## src/rtl/mc_control_fsm.sv

```systemverilog
// Multi-cycle control unit for an RV32I-subset CPU: sequences FETCH/DECODE/EXEC/MEM/WB,
// registers decoded datapath selects, and adds bus timeout, illegal-opcode trap and retire count.
module mc_control_fsm #(
    parameter int unsigned MEM_WAIT_EN  = 1,
    parameter int unsigned MEM_TIMEOUT  = 16,
    parameter int unsigned ILLEGAL_TRAP = 1,
    parameter int unsigned CNT_W        = 32
) (
    input  logic             clk,
    input  logic             rst,
    input  logic [31:0]      ir,
    input  logic             mem_ready,
    output logic             ir_we,
    output logic             mem_re,
    output logic             mem_we,
    output logic             pc_we,
    output logic             rf_we,
    output logic [3:0]       alu_sel,
    output logic [3:0]       jump_ctrl,
    output logic [1:0]       rs1_mux_sel,
    output logic [1:0]       rs2_mux_sel,
    output logic             imm_mux_sel,
    output logic [1:0]       rf_mux_sel,
    output logic [2:0]       state,
    output logic             instr_done,
    output logic             illegal,
    output logic             bus_err,
    output logic [CNT_W-1:0] retired
);
    localparam int unsigned WaitW = $clog2(MEM_TIMEOUT + 1);

    localparam logic [3:0] AluSub = 4'd0, AluAdd = 4'd1, AluAnd = 4'd2, AluOr  = 4'd3;
    localparam logic [3:0] AluXor = 4'd4, AluSrl = 4'd5, AluSll = 4'd6, AluSra = 4'd7;
    localparam logic [3:0] JmpNpc = 4'd0, JmpOffpc = 4'd1, JmpNeq = 4'd2, JmpEq = 4'd3;
    localparam logic [3:0] JmpSlt = 4'd4, JmpUlt = 4'd5, JmpJalr = 4'd6;

    localparam logic [6:0] OpR     = 7'b0110011, OpImm   = 7'b0010011, OpLoad = 7'b0000011;
    localparam logic [6:0] OpStore = 7'b0100011, OpLui   = 7'b0110111, OpAuipc = 7'b0010111;
    localparam logic [6:0] OpJal   = 7'b1101111, OpJalr  = 7'b1100111, OpBranch = 7'b1100011;
    localparam logic [6:0] OpNop   = 7'b0000000;

    typedef enum logic [2:0] {
        StFetch  = 3'd0,
        StDecode = 3'd1,
        StExec   = 3'd2,
        StMem    = 3'd3,
        StWb     = 3'd4,
        StHalt   = 3'd7
    } state_e;

    typedef enum logic [3:0] {
        ClsNop, ClsR, ClsImm, ClsLoad, ClsStore, ClsLui, ClsAuipc, ClsJal, ClsJalr, ClsBranch
    } cls_e;

    state_e           state_q, state_d;
    cls_e             cls_q, cls_d, dec_cls;
    logic [WaitW-1:0] wait_q, wait_d;
    logic [3:0]       alu_q, alu_d, dec_alu;
    logic [3:0]       jmp_q, jmp_d, dec_jmp;
    logic [1:0]       rs1_q, rs1_d, dec_rs1;
    logic [1:0]       rs2_q, rs2_d, dec_rs2;
    logic             imm_q, imm_d, dec_imm;
    logic [1:0]       rf_q, rf_d, dec_rf;
    logic             illegal_q, illegal_d, dec_illegal;
    logic             bus_err_q, bus_err_d;
    logic [CNT_W-1:0] retired_q, retired_d;
    logic             ready, timeout;

    // Shared ALU function decode; only R-type may select SUB via funct7.
    function automatic logic [3:0] alu_func(input logic [2:0] f3, input logic [6:0] f7,
                                            input logic is_r);
        logic [3:0] f;
        f = AluAdd;
        case (f3)
            3'b000:  if (is_r && f7 == 7'b0100000) f = AluSub;
            3'b001:  f = AluSll;
            3'b100:  f = AluXor;
            3'b101:  f = f7[5] ? AluSra : AluSrl;
            3'b110:  f = AluOr;
            3'b111:  f = AluAnd;
            default: f = AluAdd;
        endcase
        return f;
    endfunction

    always_comb begin
        dec_cls     = ClsNop;
        dec_alu     = AluAdd;
        dec_jmp     = JmpNpc;
        dec_rs1     = 2'b00;
        dec_rs2     = 2'b00;
        dec_imm     = 1'b0;
        dec_rf      = 2'b00;
        dec_illegal = 1'b0;
        case (ir[6:0])
            OpR: begin
                dec_cls = ClsR;
                dec_rs1 = 2'b11;
                dec_alu = alu_func(ir[14:12], ir[31:25], 1'b1);
            end
            OpImm: begin
                dec_cls = ClsImm;
                dec_rs1 = 2'b11;
                dec_rs2 = 2'b01;
                dec_alu = alu_func(ir[14:12], ir[31:25], 1'b0);
            end
            OpLoad: begin
                dec_cls = ClsLoad;
                dec_rs1 = 2'b11;
                dec_rs2 = 2'b01;
                dec_rf  = 2'b01;
            end
            OpStore: begin
                dec_cls = ClsStore;
                dec_rs1 = 2'b11;
                dec_rs2 = 2'b01;
            end
            OpLui: begin
                dec_cls = ClsLui;
                dec_rs1 = 2'b01;
                dec_rs2 = 2'b10;
            end
            OpAuipc: begin
                dec_cls = ClsAuipc;
                dec_rs2 = 2'b10;
            end
            OpJal: begin
                dec_cls = ClsJal;
                dec_rs2 = 2'b01;
                dec_imm = 1'b1;
                dec_rf  = 2'b10;
                dec_jmp = JmpOffpc;
            end
            OpJalr: begin
                dec_cls = ClsJalr;
                dec_rs1 = 2'b11;
                dec_rs2 = 2'b01;
                dec_rf  = 2'b10;
                dec_jmp = JmpJalr;
            end
            OpBranch: begin
                dec_cls = ClsBranch;
                dec_rs1 = 2'b11;
                dec_alu = AluSub;
                case (ir[14:12])
                    3'b001:  dec_jmp = JmpNeq;
                    3'b100:  dec_jmp = JmpSlt;
                    3'b110:  dec_jmp = JmpUlt;
                    default: dec_jmp = JmpEq;
                endcase
            end
            OpNop:   dec_cls = ClsNop;
            default: dec_illegal = 1'b1;
        endcase
    end

    always_comb begin
        state_d    = state_q;
        cls_d      = cls_q;
        wait_d     = wait_q;
        alu_d      = alu_q;
        jmp_d      = jmp_q;
        rs1_d      = rs1_q;
        rs2_d      = rs2_q;
        imm_d      = imm_q;
        rf_d       = rf_q;
        illegal_d  = illegal_q;
        bus_err_d  = bus_err_q;
        retired_d  = retired_q;
        ir_we      = 1'b0;
        mem_re     = 1'b0;
        mem_we     = 1'b0;
        pc_we      = 1'b0;
        rf_we      = 1'b0;
        instr_done = 1'b0;
        ready      = (MEM_WAIT_EN == 0) || mem_ready;
        // Completion has priority over the limit, so ready on the final wait cycle still succeeds.
        timeout    = (MEM_WAIT_EN != 0) && (wait_q == WaitW'(MEM_TIMEOUT - 1));

        case (state_q)
            StFetch: begin
                mem_re = 1'b1;
                if (ready) begin
                    ir_we   = 1'b1;
                    state_d = StDecode;
                end else if (timeout) begin
                    state_d   = StHalt;
                    bus_err_d = 1'b1;
                end else begin
                    wait_d = wait_q + WaitW'(1);
                end
            end
            StDecode: begin
                cls_d = dec_cls;
                alu_d = dec_alu;
                jmp_d = dec_jmp;
                rs1_d = dec_rs1;
                rs2_d = dec_rs2;
                imm_d = dec_imm;
                rf_d  = dec_rf;
                if (dec_illegal && ILLEGAL_TRAP != 0) begin
                    state_d   = StHalt;
                    illegal_d = 1'b1;
                end else begin
                    state_d = StExec;
                end
            end
            StExec: begin
                case (cls_q)
                    ClsBranch, ClsNop: begin
                        pc_we      = 1'b1;
                        instr_done = 1'b1;
                        state_d    = StFetch;
                    end
                    ClsJal, ClsJalr: begin
                        pc_we   = 1'b1;
                        state_d = StWb;
                    end
                    ClsLoad, ClsStore: state_d = StMem;
                    default:           state_d = StWb;
                endcase
            end
            StMem: begin
                mem_re = (cls_q == ClsLoad);
                mem_we = (cls_q == ClsStore);
                if (ready) begin
                    if (cls_q == ClsLoad) begin
                        state_d = StWb;
                    end else begin
                        pc_we      = 1'b1;
                        instr_done = 1'b1;
                        state_d    = StFetch;
                    end
                end else if (timeout) begin
                    state_d   = StHalt;
                    bus_err_d = 1'b1;
                end else begin
                    wait_d = wait_q + WaitW'(1);
                end
            end
            StWb: begin
                rf_we      = 1'b1;
                pc_we      = !(cls_q == ClsJal || cls_q == ClsJalr);
                instr_done = 1'b1;
                state_d    = StFetch;
            end
            default: state_d = StHalt;
        endcase

        if (state_d != state_q) wait_d = '0;
        if (instr_done) retired_d = retired_q + CNT_W'(1);

        // Strobes are suppressed while reset is held so an aborted access emits nothing.
        if (rst) begin
            ir_we      = 1'b0;
            mem_re     = 1'b0;
            mem_we     = 1'b0;
            pc_we      = 1'b0;
            rf_we      = 1'b0;
            instr_done = 1'b0;
        end
    end

    always_ff @(posedge clk or posedge rst) begin
        if (rst) begin
            state_q   <= StFetch;
            cls_q     <= ClsNop;
            wait_q    <= '0;
            alu_q     <= AluAdd;
            jmp_q     <= JmpNpc;
            rs1_q     <= 2'b00;
            rs2_q     <= 2'b00;
            imm_q     <= 1'b0;
            rf_q      <= 2'b00;
            illegal_q <= 1'b0;
            bus_err_q <= 1'b0;
            retired_q <= '0;
        end else begin
            state_q   <= state_d;
            cls_q     <= cls_d;
            wait_q    <= wait_d;
            alu_q     <= alu_d;
            jmp_q     <= jmp_d;
            rs1_q     <= rs1_d;
            rs2_q     <= rs2_d;
            imm_q     <= imm_d;
            rf_q      <= rf_d;
            illegal_q <= illegal_d;
            bus_err_q <= bus_err_d;
            retired_q <= retired_d;
        end
    end

    assign state       = state_q;
    assign alu_sel     = alu_q;
    assign jump_ctrl   = jmp_q;
    assign rs1_mux_sel = rs1_q;
    assign rs2_mux_sel = rs2_q;
    assign imm_mux_sel = imm_q;
    assign rf_mux_sel  = rf_q;
    assign illegal     = illegal_q;
    assign bus_err     = bus_err_q;
    assign retired     = retired_q;

endmodule

```

## config.mk

```make
export PLATFORM = sky130hd
export DESIGN_NAME = mc_control_fsm
export DESIGN_NICKNAME = d
export VERILOG_FILES = /design/src/rtl/mc_control_fsm.sv
export SDC_FILE = /design/constraint.sdc
export NUM_CORES = 1
export LEC_CHECK = 0
export BUFFER_PORTS_ARGS = -buffer_cell sky130_fd_sc_hd__clkbuf_2
export CAP_MARGIN = 0
export CORE_MARGIN = 4
export CORE_UTILIZATION = 47
export CTS_CLUSTER_DIAMETER = 30
export CTS_CLUSTER_SIZE = 14
export DETAILED_ROUTE_END_ITERATION = 16
export PLACE_DENSITY = 0.79
export SYNTH_ARGS = -nofsm -noshare
export SYNTH_HDL_FRONTEND = slang
export SYNTH_SLANG_ARGS = --single-unit
```

## constraint.sdc

```tcl
create_clock -name clk -period 2.15 [get_ports clk]
set_input_delay 0.5375 -clock clk [delete_from_list [all_inputs] [get_ports clk]]
set_output_delay 0.5375 -clock clk [all_outputs]
set_load 0.02 [all_outputs]
```

==> results of run 1 <==
==> area by class of cell <==
| cell class | instances | share of cell area |
|---|---|---|
| clock buffers | 12 | 0.0393 |
| multi-input cells | 262 | 0.417 |
| well taps | 96 | 0.0285 |
| clock inverters | 4 | 0.0113 |
| inverters | 8 | 0.00714 |
| flip-flops and latches | 59 | 0.353 |
| repair buffers | 100 | 0.143 |
==> power breakdown <==
part | internal (mW) | switching, mW | total (mW)
clock network | 0.626 | 0.440 | 1.07
logic | 0.0468 | 0.0812 | 0.128
registers | 1.11 | 0.00308 | 1.12
==> Yosys cell counts, types with 3 or more instances <==
library cell / instances / area, µm²
sky130_fd_sc_hd__nor2_1: 28 / 105
sky130_fd_sc_hd__nand4_1: 17 / 106
sky130_fd_sc_hd__nand3_1: 20 / 100
sky130_fd_sc_hd__a211oi_1: 3 / 22.5
sky130_fd_sc_hd__nor3b_1: 4 / 30.0
sky130_fd_sc_hd__buf_2: 4 / 20.0
sky130_fd_sc_hd__xnor2_1: 17 / 149
sky130_fd_sc_hd__nand2b_1: 4 / 25.0
sky130_fd_sc_hd__o31ai_1: 4 / 30.0
sky130_fd_sc_hd__o41ai_1: 5 / 43.8
sky130_fd_sc_hd__a31oi_1: 4 / 25.0
sky130_fd_sc_hd__and4_1: 4 / 35.0
sky130_fd_sc_hd__inv_1: 8 / 30.0
sky130_fd_sc_hd__or3_1: 3 / 18.8
sky130_fd_sc_hd__and2_1: 4 / 25.0
sky130_fd_sc_hd__o21ai_0: 11 / 55.1
sky130_fd_sc_hd__nor2b_1: 4 / 25.0
sky130_fd_sc_hd__nand2_1: 34 / 128
sky130_fd_sc_hd__dfrtp_1: 58 / 1450
sky130_fd_sc_hd__ha_1: 3 / 37.5
sky130_fd_sc_hd__nor3_1: 23 / 115
sky130_fd_sc_hd__clkbuf_1: 16 / 60.1
sky130_fd_sc_hd__xor2_1: 23 / 201
sky130_fd_sc_hd__a21oi_1: 12 / 60.1
sky130_fd_sc_hd__and3b_1: 3 / 26.3
==> through the flow <==
stage               cells  setup TNS (ns)   util  area (µm²)  setup slack, ns
finish                541          -0.221  0.619        4210          -0.0827
global route          541          -0.561  0.619        4210           -0.167
CTS                   541          -0.207  0.614        4170          -0.0924
detailed placement    519               0  0.565        3840            0.124
global placement      519               0  0.565        3840            0.139
floorplan             352         -0.0860      -        3290          -0.0511
==> state kept, by name, indices dropped and copies added (netlist names) <==
name,count
alu_sel,3
bus_err,1
cls_q,4
illegal,1
imm_mux_sel,1
jump_ctrl,3
retired,32
rf_mux_sel,2
rs1_mux_sel,2
rs2_mux_sel,2
state,3
wait_q,5
==> how the worst min path moves through the flow <==
stage | start | end | slack, ns | depth (start not counted)
floorplan | wait_q[3] | wait_q[3] | 0.50 | 2
detailed placement | illegal | illegal | 0.46 | 1
global placement | illegal | illegal | 0.45 | 1
finish | rst | state[2] | 0.34 | 2
CTS | rst | alu_sel[1] | 0.36 | 2
global route | rst | rs1_mux_sel[1] | 0.40 | 2
==> cells in the final DEF, fill, tap and decap left out, types with 2 or more instances in the layout <==
cell type                   n
sky130_fd_sc_hd__a31oi_1    3
sky130_fd_sc_hd__o221ai_1   2
sky130_fd_sc_hd__nor3_1    22
sky130_fd_sc_hd__a22o_1     2
sky130_fd_sc_hd__ha_1       3
sky130_fd_sc_hd__nor2b_1    2
sky130_fd_sc_hd__a211oi_1   2
sky130_fd_sc_hd__buf_6      3
sky130_fd_sc_hd__inv_2      2
sky130_fd_sc_hd__inv_1      6
sky130_fd_sc_hd__nand2b_1   3
sky130_fd_sc_hd__and2_1     4
sky130_fd_sc_hd__nand4_1   17
sky130_fd_sc_hd__or3_1      3
sky130_fd_sc_hd__nand3_1   19
sky130_fd_sc_hd__dfrtp_2    6
sky130_fd_sc_hd__conb_1     2
sky130_fd_sc_hd__xor2_1    23
sky130_fd_sc_hd__clkinv_2   2
sky130_fd_sc_hd__a21oi_1   11
sky130_fd_sc_hd__and4_1     4
sky130_fd_sc_hd__clkbuf_2  71
sky130_fd_sc_hd__nor4b_4    2
sky130_fd_sc_hd__nor4_1     2
sky130_fd_sc_hd__xnor2_1   17
sky130_fd_sc_hd__o21ai_0   11
sky130_fd_sc_hd__clkbuf_8  13
sky130_fd_sc_hd__nand2_1   34
sky130_fd_sc_hd__nor2_1    25
sky130_fd_sc_hd__nor2b_4    2
sky130_fd_sc_hd__o31ai_1    4
sky130_fd_sc_hd__and3b_1    3
sky130_fd_sc_hd__and3_1     2
sky130_fd_sc_hd__o41ai_1    5
sky130_fd_sc_hd__dfrtp_1   52
sky130_fd_sc_hd__nor2_2     3
sky130_fd_sc_hd__buf_4     24
sky130_fd_sc_hd__nor3b_1    4
==> per-layer routing <==
metal | up-vias | global-route usage | wire [µm]
met2 | 87 | 0.335 | 3980
met3 | 15 | 0.0414 | 405
met5 | - | 0 | 0
met4 | 0 | 0.0779 | 136
li1 | 1435 | - | -
met1 | 1432 | 0.240 | 3290
==> worst max-delay path: stages, from the launching register on <==
cell and delay (ns):
sky130_fd_sc_hd__dfrtp_2 0.45, sky130_fd_sc_hd__nor2_2 0.13, sky130_fd_sc_hd__a21oi_2 0.08, sky130_fd_sc_hd__o41a_1 0.44
sky130_fd_sc_hd__nor2_2 0.10, sky130_fd_sc_hd__clkbuf_8 0.15
==> kinds of logic after synthesis <==
family,count (synthesis)
AO/OA/AOI/OAI,53
XOR/XNOR,40
adder cells (fa/ha/maj),3
buffers and inverters,31
flip-flops,59
multiplexers,2
other,1
AND/OR/NAND/NOR,162
==> repair_timing <==
item / CTS / global route
hold buffers: 0 / 0
resized for setup: 22 / 11
setup endpoints to repair: 5 / 5
pin swaps: 7 / 4
setup buffers: 6 / 0
cloned: 0 / 0
==> parameters.txt, run 1 <==
Parameter                              Value

Run
  Max Cap Viol    0

Critical path
  Slack of the worst reg-to-reg path    about 0.15 ns
  Worst setup EP type    output port
  Worst reg2reg path endpoint    retired[5]
  Kind of launch point of the worst setup path    flip-flop
  Highest fanout seen on the critical path    5
  Count of cells along the worst register-to-register path    7
  Arrival @ worst endpoint    ~1.7 ns
  Required time of the critical path    around 1.6 ns
  Critical Path Sink    instr_done
  Launching point of the worst reg2reg path    cls_q[1]
  Classification of the worst setup path    flip-flop to output port
  CP startpoint    cls_q[1]

Layout
  Multi-input gate area    ~1800 µm²
  Final-stage net count    ~480
  Share of post-route cells with drive strength above 1    0.328
  Fillers    around 600
  Number of antenna repair diodes    0
  Sequential cell area    roughly 1500 µm²
  Synth-to-layout area growth    28.2%

Detailed routing
  Length of the first detailed-routing pass in iterations    4
  DRC marker count from the first detailed-route iteration    a little over 100
  Average routed wire per standard cell    ~14 µm
  Residual DRC count    0
  DR vias/cell    between 5 and 6
  Final WL    7810 µm
  Number of vias in the routed layout    ~3,000
  Antenna violation net count after detailed routing    0

STA
  Clock period minus worst slack    approximately 2.2 ns
  Final hold viol count    0
  Relative slew margins    0.560
  Max-slew violations    0
  Maximum clock frequency    between 400 and 500 MHz
  Worst Clk Skew    0.00905 ns
  RSZ-0062 raised after global routing    yes
  Worst Slack Setup Final    -0.0827 ns
  Hold WS    roughly 0.34 ns
  Worst Tran Pin Value    between 0.6 and 0.7 ns
  Final setup violation count    3
  Fin crit share    1.04

Status
  Outcome    finished with violations
  Violations in the final reports    negative setup slack

Logic synthesis
  Cell area after synthesis    3280 µm²
  Dominant combinational cell family by area after synthesis    simple AND/OR/NAND/NOR gates
  Fraction of synthesized area in multiplexers    0.00648
  Sequential-to-total area share from yosys stat    0.450
  Adder-Cell Fraction of Synth Area    0.0114
  Area share of and/or/nand/nor cells after synthesis    0.268
  Yosys warning total    0
  Share of synthesized registers carrying an async set or reset    1.00
  Synth unique cells    53
  Primary FF master, synth    sky130_fd_sc_hd__dfrtp_1
  Number of synthesized register bits    59
  Number of standard cells after synthesis    ~350
  Number of synthesized flops with an enable pin    0
  Compound-Gate Fraction of Synth Area    0.115
  Parity-gate share of the synthesized area counting xor and xnor cells    0.107
  Synthesized area per cell    just over 9 µm²

Place
  DPL Wire Length    roughly 5500 µm
  GP Congestion    a little over 0.8
  Number of port buffers    75

GRT
  Global-route wire length before repair    about 13,000 µm
  GRT Util Overall    0.196
  Global-route congestion overflow total    0
  Initial antenna violation count    0
  Number of global-route vias before repair    2,854
  Largest net degree at the start of global routing    33

Floorplanning
  Die Y    approximately 92 µm
  Die Width    around 90 µm
  Die Outline Area    around 8400 µm²
  Total I/O pin count    93
  Core Region    6790 µm²
  Number of rows created at floorplan    30
  Initial Util    0.483

Clocking
  Clock root buffer master    sky130_fd_sc_hd__clkbuf_8
  Cts bufs inserted    9
  Clock insertion delay at the later pin of the skew report    approximately 0.34 ns
  Buffer levels on the longest clock path    2
  Htree depth    3
  Total number of clock tree sinks    just under 60
  Clock-pin slew on the worst setup and hold paths    approximately 0.07 ns
  CTS tree    yes

Power
  Largest voltage drop on the vdd net    roughly 0.27 mV
  Power density relative to cell area    between 500 and 600 nW/µm²
  Cell leakage power    between 1.5 and 2 nW
  Pwr Total    ~2.3 mW

Hold path
  Path class of the lowest-slack min-delay path    input port to asynchronous set/reset pin
(Power assumes the default switching activity.)
==> run 2: changes to the inputs <==
--- a/config.mk
+++ b/config.mk
@@ -5,11 +5,10 @@
 export SDC_FILE = /design/constraint.sdc
 export NUM_CORES = 1
 export LEC_CHECK = 0
-export BUFFER_PORTS_ARGS = -buffer_cell sky130_fd_sc_hd__clkbuf_2
+export BUFFER_PORTS_ARGS = -buffer_cell sky130_fd_sc_hd__buf_2
 export CAP_MARGIN = 0
 export CORE_MARGIN = 4
 export CORE_UTILIZATION = 47
-export CTS_CLUSTER_DIAMETER = 30
 export CTS_CLUSTER_SIZE = 14
 export DETAILED_ROUTE_END_ITERATION = 16
 export PLACE_DENSITY = 0.79
==> parameters.txt, run 2 (same netlist as run 1, synthesis figures left out) <==
Parameter                              Value

Status
  Outcome    finished with violations (unchanged)
  Violations in the final reports    negative setup slack (unchanged)

Clocking
  Buffer levels on the longest clock path    2 (unchanged)
  CTS tree    yes (unchanged)
  Htree depth    3 (unchanged)
  Clock-pin slew on the worst setup and hold paths    0.07 ns (about the same)
  Post-cts hold buffer count    0 (unchanged)
  Cts bufs inserted    9 (unchanged)
  Clock insertion delay at the later pin of the skew report    0.34 ns (about the same)
  Total number of clock tree sinks    59 (unchanged)
  Clock root buffer master    sky130_fd_sc_hd__clkbuf_8 (unchanged)

Detailed routing
  Final WL    7970 µm (was 7810 µm)
  Antenna violation net count after detailed routing    0 (unchanged)
  DR vias/cell    5.54 (was 5.49)
  DRC marker count from the first detailed-route iteration    94 (was 103)
  Average routed wire per standard cell    14.6 µm (was 14.4 µm)
  Number of vias in the routed layout    3,019 (was 2,969)
  Residual DRC count    0 (unchanged)
  Length of the first detailed-routing pass in iterations    4 (unchanged)

Critical path
  Highest cell delay on the worst timing path    0.45 ns (about the same)
  Worst Path Buf+Inv    1 (unchanged)
  Worst reg2reg path endpoint    wait_q[3] (was retired[5])
  Highest fanout seen on the critical path    5 (unchanged)
  Slack of the worst reg-to-reg path    0.18 ns (was 0.15 ns)
  Critical-path cell list    nor2_2 > a21oi_2 > o41a_1 > nor2_2 > buf_4 (was nor2_2 > a21oi_2 > o41a_1 > nor2_2 > clkbuf_8)
  Arrival @ worst endpoint    1.67 ns (was 1.70 ns)
  Required time of the critical path    1.61 ns (about the same)
  Cell occurring most often along the worst timing path    sky130_fd_sc_hd__nor2_2 (unchanged)
  Cell depth of the worst setup path    5 (unchanged)
  Kind of launch point of the worst setup path    flip-flop (unchanged)
  Master of the slowest instance on the critical path    sky130_fd_sc_hd__o41a_1 (was sky130_fd_sc_hd__dfrtp_2)
  CP startpoint    cls_q[1] (unchanged)
  Count of cells along the worst register-to-register path    8 (was 7)
  Launching point of the worst reg2reg path    wait_q[0] (was cls_q[1])
  Classification of the worst setup path    flip-flop to output port (unchanged)
  Worst setup EP type    output port (unchanged)
  Delay-heaviest family, CP    compound AO/OA/AOI/OAI gates (unchanged)

Power
  Clock share of power    0.528 (was 0.462)
  Register share of total power    0.424 (was 0.483)
  Switching Power    0.524 mW (was 0.525 mW)
  Largest voltage drop on the vdd net    0.365 mV (was 0.274 mV)
  Pwr Total    2.63 mW (was 2.31 mW)
  Cell leakage power    1.83 nW (was 1.81 nW)
  Share of total power in combinational logic    0.048 (was 0.055)
  Internal Power    2.11 mW (was 1.79 mW)
  Power density relative to cell area    615 nW/µm² (was 549 nW/µm²)
  Fraction of power spent switching nets    0.199 (was 0.227)

GRT
  Number of global-route vias before repair    2,869 (was 2,854)
  GRT Util Overall    0.191 (was 0.196)
  Global-route wire length before repair    13,100 µm (was 13,400 µm)
  Initial antenna violation count    0 (unchanged)
  Largest net degree at the start of global routing    33 (unchanged)
  Global-route congestion overflow total    0 (unchanged)

Floorplanning
  Die Width    91.6 µm (unchanged)
  Number of rows created at floorplan    30 (unchanged)
  Initial Util    0.483 (unchanged)
  Die Outline Area    8390 µm² (unchanged)
  Core Region    6790 µm² (unchanged)
  Die Y    91.6 µm (unchanged)
  Total I/O pin count    93 (unchanged)

STA
  Worst Tran Pin Value    0.655 ns (was 0.661 ns)
  Final hold viol count    0 (unchanged)
  Fin crit share    1.03 (was 1.04)
  RSZ-0062 raised after global routing    yes (unchanged)
  Max-slew violations    0 (unchanged)
  Maximum clock frequency    453 MHz (was 448 MHz)
  Worst Clk Skew    0.00695 ns (was 0.00905 ns)
  Worst Slack Setup Final    -0.0560 ns (was -0.0827 ns)
  Relative slew margins    0.564 (was 0.560)
  Clock period minus worst slack    2.21 ns (was 2.23 ns)
  Final setup violation count    3 (unchanged)

Layout
  Multi-input gate area    1760 µm² (about the same)
  Synth-to-layout area growth    30.5% (was 28.2%)
  Sequential cell area    1490 µm² (about the same)
  Number of antenna repair diodes    0 (unchanged)
  Share of post-route cells with drive strength above 1    0.339 (was 0.328)
  Max reg flops    32 (unchanged)
  Final cell utilization of the core    0.631 (was 0.619)
  Most common cell after layout, fill and taps aside    sky130_fd_sc_hd__buf_2 (was sky130_fd_sc_hd__clkbuf_2)
  Most frequent cells in the layout    sky130_fd_sc_hd__buf_2 (71), sky130_fd_sc_hd__dfrtp_1 (51), sky130_fd_sc_hd__nand2_1 (34) (was sky130_fd_sc_hd__clkbuf_2 (71), sky130_fd_sc_hd__dfrtp_1 (52), sky130_fd_sc_hd__nand2_1 (34))
  Fillers    551 (was 598)
  Final-stage net count    482 (was 478)

Hold path
  Path class of the lowest-slack min-delay path    input port to asynchronous set/reset pin (unchanged)

Place
  GP Congestion    0.819 (was 0.818)
  Number of port buffers    75 (unchanged)
  DPL Wire Length    5530 µm (was 5510 µm)

Run
  Max Cap Viol    0 (unchanged)
## run 2: routing by layer
| layer | share of wire | global-route usage | wire length, µm |
|---|---|---|---|
| met3 | 0.058 | 0.0340 | 464 |
| met4 | 0.018 | 0.0666 | 140 |
| met1 | 0.41 | 0.234 | 3300 |
| met2 | 0.51 | 0.334 | 4070 |
| met5 | 0 | 0 | 0 |
## run 2: area by class of cell
| cell class | instances | area share |
|---|---|---|
| clock inverter | 4 | 0.0280 |
| clock buffer | 12 | 0.0362 |
| sequential | 59 | 0.347 |
| inverter | 8 | 0.00701 |
| timing repair buffer | 104 | 0.144 |
| tap | 96 | 0.0280 |
| multi-input combinational | 262 | 0.410 |
## run 2: through the flow
stage | std cells | setup WS (ns) | instance area (µm²) | setup TNS, ns | hold WS (ns)
2_1_floorplan | 352 | -0.0511 | 3290 | -0.0860 | 0.497
3_3_place_gp | 517 | 0.149 | 3820 | 0 | 0.450
3_5_place_dp | 517 | 0.0611 | 3820 | 0 | 0.457
4_1_cts | 544 | -0.0607 | 4240 | -0.173 | 0.368
5_1_grt | 545 | -0.133 | 4290 | -0.404 | 0.406
6_report | 545 | -0.0560 | 4290 | -0.151 | 0.354
## run 2: worst max path at each step
stage,end,slack [ns]
finish,instr_done,-0.06
global route,instr_done,-0.13
CTS,pc_we,-0.06
detailed placement,retired[21],0.06
global placement,instr_done,0.15
floorplan,instr_done,-0.05
## run 2: what timing repair did
| action | 4_1_cts | 5_1_grt |
|---|---|---|
| gates resized for setup | 18 | 9 |
| pin swaps | 5 | 4 |
| buffers inserted | 11 | 1 |
| endpoints found under the setup margin | 4 | 6 |
## run 2: power groups by stage
stage | sequential (mW) | combinational, mW | clock, mW
floorplan | 1.14 | 0.0755 | 0
global placement | 1.14 | 0.117 | 0
detailed placement | 1.14 | 0.121 | 0
CTS | 1.12 | 0.126 | 1.41
global route | 1.12 | 0.142 | 1.46
finish | 1.12 | 0.127 | 1.39
==> run 3: changes to the inputs <==
--- a/config.mk
+++ b/config.mk
@@ -7,11 +7,11 @@
 export LEC_CHECK = 0
 export BUFFER_PORTS_ARGS = -buffer_cell sky130_fd_sc_hd__buf_2
 export CAP_MARGIN = 0
-export CORE_MARGIN = 4
 export CORE_UTILIZATION = 47
 export CTS_CLUSTER_SIZE = 14
 export DETAILED_ROUTE_END_ITERATION = 16
 export PLACE_DENSITY = 0.79
+export SKIP_LAST_GASP = 1
 export SYNTH_ARGS = -nofsm -noshare
 export SYNTH_HDL_FRONTEND = slang
 export SYNTH_SLANG_ARGS = --single-unit
==> parameters.txt, run 3 (same netlist as run 1, synthesis figures left out) <==
Parameter                              Value

Status
  Outcome    finished with violations (unchanged)
  Violations in the final reports    negative setup slack (unchanged)

Clocking
  Clock root buffer master    sky130_fd_sc_hd__clkbuf_8 (unchanged)
  Total number of clock tree sinks    59 (unchanged)
  Cts bufs inserted    9 (unchanged)
  Buffer levels on the longest clock path    2 (unchanged)
  CTS tree    yes (unchanged)
  Htree depth    3 (unchanged)
  Clock insertion delay at the later pin of the skew report    0.34 ns (about the same)
  Clock-pin slew on the worst setup and hold paths    0.07 ns (about the same)

STA
  Max-slew violations    0 (unchanged)
  Fin crit share    1.05 (was 1.03)
  RSZ-0062 raised after global routing    yes (unchanged)
  Clock period minus worst slack    2.25 ns (was 2.21 ns)
  Final hold viol count    0 (unchanged)
  Worst Clk Skew    0.00825 ns (was 0.00695 ns)
  Worst Slack Setup Final    -0.102 ns (was -0.0560 ns)
  Final setup violation count    2 (was 3)
  Hold WS    0.295 ns (was 0.354 ns)
  Maximum clock frequency    444 MHz (was 453 MHz)

Floorplanning
  Die Outline Area    7320 µm² (was 8390 µm²)
  Total I/O pin count    93 (unchanged)
  Core Region    6760 µm² (was 6790 µm²)
  Die Y    85.6 µm (was 91.6 µm)
  Initial Util    0.486 (was 0.483)
  Die Width    85.6 µm (was 91.6 µm)
  Number of rows created at floorplan    30 (unchanged)

Detailed routing
  Number of vias in the routed layout    2,965 (was 3,019)
  Final WL    7680 µm (was 7970 µm)
  DRC marker count from the first detailed-route iteration    65 (was 94)
  Length of the first detailed-routing pass in iterations    4 (unchanged)
  Average routed wire per standard cell    14.7 µm (was 14.6 µm)
  Antenna violation net count after detailed routing    0 (unchanged)
  DR vias/cell    5.67 (was 5.54)
  Residual DRC count    0 (unchanged)

Critical path
  Slack of the worst reg-to-reg path    0.19 ns (was 0.18 ns)
  Arrival @ worst endpoint    1.71 ns (was 1.67 ns)
  Classification of the worst setup path    flip-flop to output port (unchanged)
  Worst setup EP type    output port (unchanged)
  Highest fanout seen on the critical path    6 (was 5)
  Count of cells along the worst register-to-register path    8 (unchanged)
  Critical Path Sink    instr_done (unchanged)
  Launching point of the worst reg2reg path    wait_q[0] (unchanged)
  Required time of the critical path    1.61 ns (about the same)
  Worst reg2reg path endpoint    wait_q[3] (unchanged)
  CP startpoint    cls_q[1] (unchanged)
  Kind of launch point of the worst setup path    flip-flop (unchanged)

Place
  Number of port buffers    75 (unchanged)
  DPL Wire Length    5220 µm (was 5530 µm)
  Placed instance count    500 (was 517)
  GP Congestion    0.893 (was 0.819)

GRT
  Global-route wire length before repair    12,600 µm (was 13,100 µm)
  Global-route congestion overflow total    0 (unchanged)
  Initial antenna violation count    0 (unchanged)
  GRT Util Overall    0.218 (was 0.191)
  Number of global-route vias before repair    2,714 (was 2,869)
  Largest net degree at the start of global routing    60 (was 33)

Layout
  Number of cells in the finished layout apart from fillers    523 (was 545)
  Final cell utilization of the core    0.616 (was 0.631)
  Final-stage net count    476 (was 482)
  Synth-to-layout area growth    26.8% (was 30.5%)
  Number of antenna repair diodes    0 (unchanged)
  Most common cell after layout, fill and taps aside    sky130_fd_sc_hd__buf_2 (unchanged)
  Share of post-route cells with drive strength above 1    0.318 (was 0.339)
  Most frequent cells in the layout    sky130_fd_sc_hd__buf_2 (72), sky130_fd_sc_hd__dfrtp_1 (53), sky130_fd_sc_hd__nand2_1 (34) (was sky130_fd_sc_hd__buf_2 (71), sky130_fd_sc_hd__dfrtp_1 (51), sky130_fd_sc_hd__nand2_1 (34))
  Max reg flops    32 (unchanged)

Power
  Largest voltage drop on the vdd net    0.524 mV (was 0.365 mV)
  Power density relative to cell area    573 nW/µm² (was 615 nW/µm²)
  Cell leakage power    1.79 nW (was 1.83 nW)

Run
  Max Cap Viol    0 (unchanged)

Hold path
  Path class of the lowest-slack min-delay path    input port to asynchronous set/reset pin (unchanged)
run 3: cell count changes in the layout (fill, tap and decap cells not counted), moves of 2 or more:
cell,before,now
sky130_fd_sc_hd__clkinv_2,0,3
sky130_fd_sc_hd__bufinv_16,4,2
sky130_fd_sc_hd__dfrtp_2,7,5
sky130_fd_sc_hd__dfrtp_1,51,53
sky130_fd_sc_hd__buf_4,32,24
run 3: power by group:
group,total (mW),internal [mW],switching [mW]
clock network,1.14,0.709,0.434
logic,0.125,0.0456,0.0795
registers,1.12,1.11,0.00309
run 3: critical path, stage by stage (launching register included):
cell and delay, ns:
sky130_fd_sc_hd__dfrtp_2 0.47, sky130_fd_sc_hd__nor2_4 0.15, sky130_fd_sc_hd__a21oi_4 0.08, sky130_fd_sc_hd__o41a_1 0.44, sky130_fd_sc_hd__nor2_2 0.09, sky130_fd_sc_hd__buf_4 0.14
run 3: metal layers:
layer	global-route usage	vias to the layer above	share of wire
li1	-	1436	-
met1	0.260	1420	0.43
met2	0.377	102	0.51
met3	0.0616	7	0.053
met4	0.0742	0	0.0052
met5	0	-	0
run 3: metrics by stage:
| stage | setup slack (ns) | cell area [µm²] | TNS (ns) | power [mW] |
|---|---|---|---|---|
| 2_1_floorplan | -0.0511 | 3290 | -0.0860 | 1.21 |
| 3_3_place_gp | 0.148 | 3800 | 0 | 1.25 |
| 3_5_place_dp | 0.113 | 3800 | 0 | 1.26 |
| 4_1_cts | -0.0724 | 4110 | -0.214 | 2.41 |
| 5_1_grt | -0.174 | 4160 | -0.583 | 2.48 |
| 6_report | -0.102 | 4160 | -0.189 | 2.39 |
run 3: what timing repair did:
| action | in CTS | in global routing |
|---|---|---|
| hold buffers | 0 | 0 |
| gates resized for setup | 15 | 7 |
| pin swaps | 2 | 6 |
| cloned | 0 | 0 |
| endpoints found under the setup margin | 3 | 5 |
| setup buffers | 5 | 2 |
run 3: worst min-delay path by stage:
stage,start,end,slack (ns),cells past startpoint
5_1_grt,rst,bus_err,0.33,3
3_5_place_dp,illegal,illegal,0.46,1
4_1_cts,rst,state[2],0.32,3
6_report,rst,state[2],0.29,3
3_3_place_gp,rf_mux_sel[0],rf_mux_sel[0],0.45,2
2_1_floorplan,wait_q[3],wait_q[3],0.50,2
run 3: cell type report:
class,instances,area [µm²]
Inverter,8,30.0
Clock inverter,5,75.1
Multi-Input combinational cell,262,1750
Timing Repair Buffer,98,572
Fill cell,585,2590
Clock buffer,11,151
Tap cell,80,100
Sequential cell,59,1480
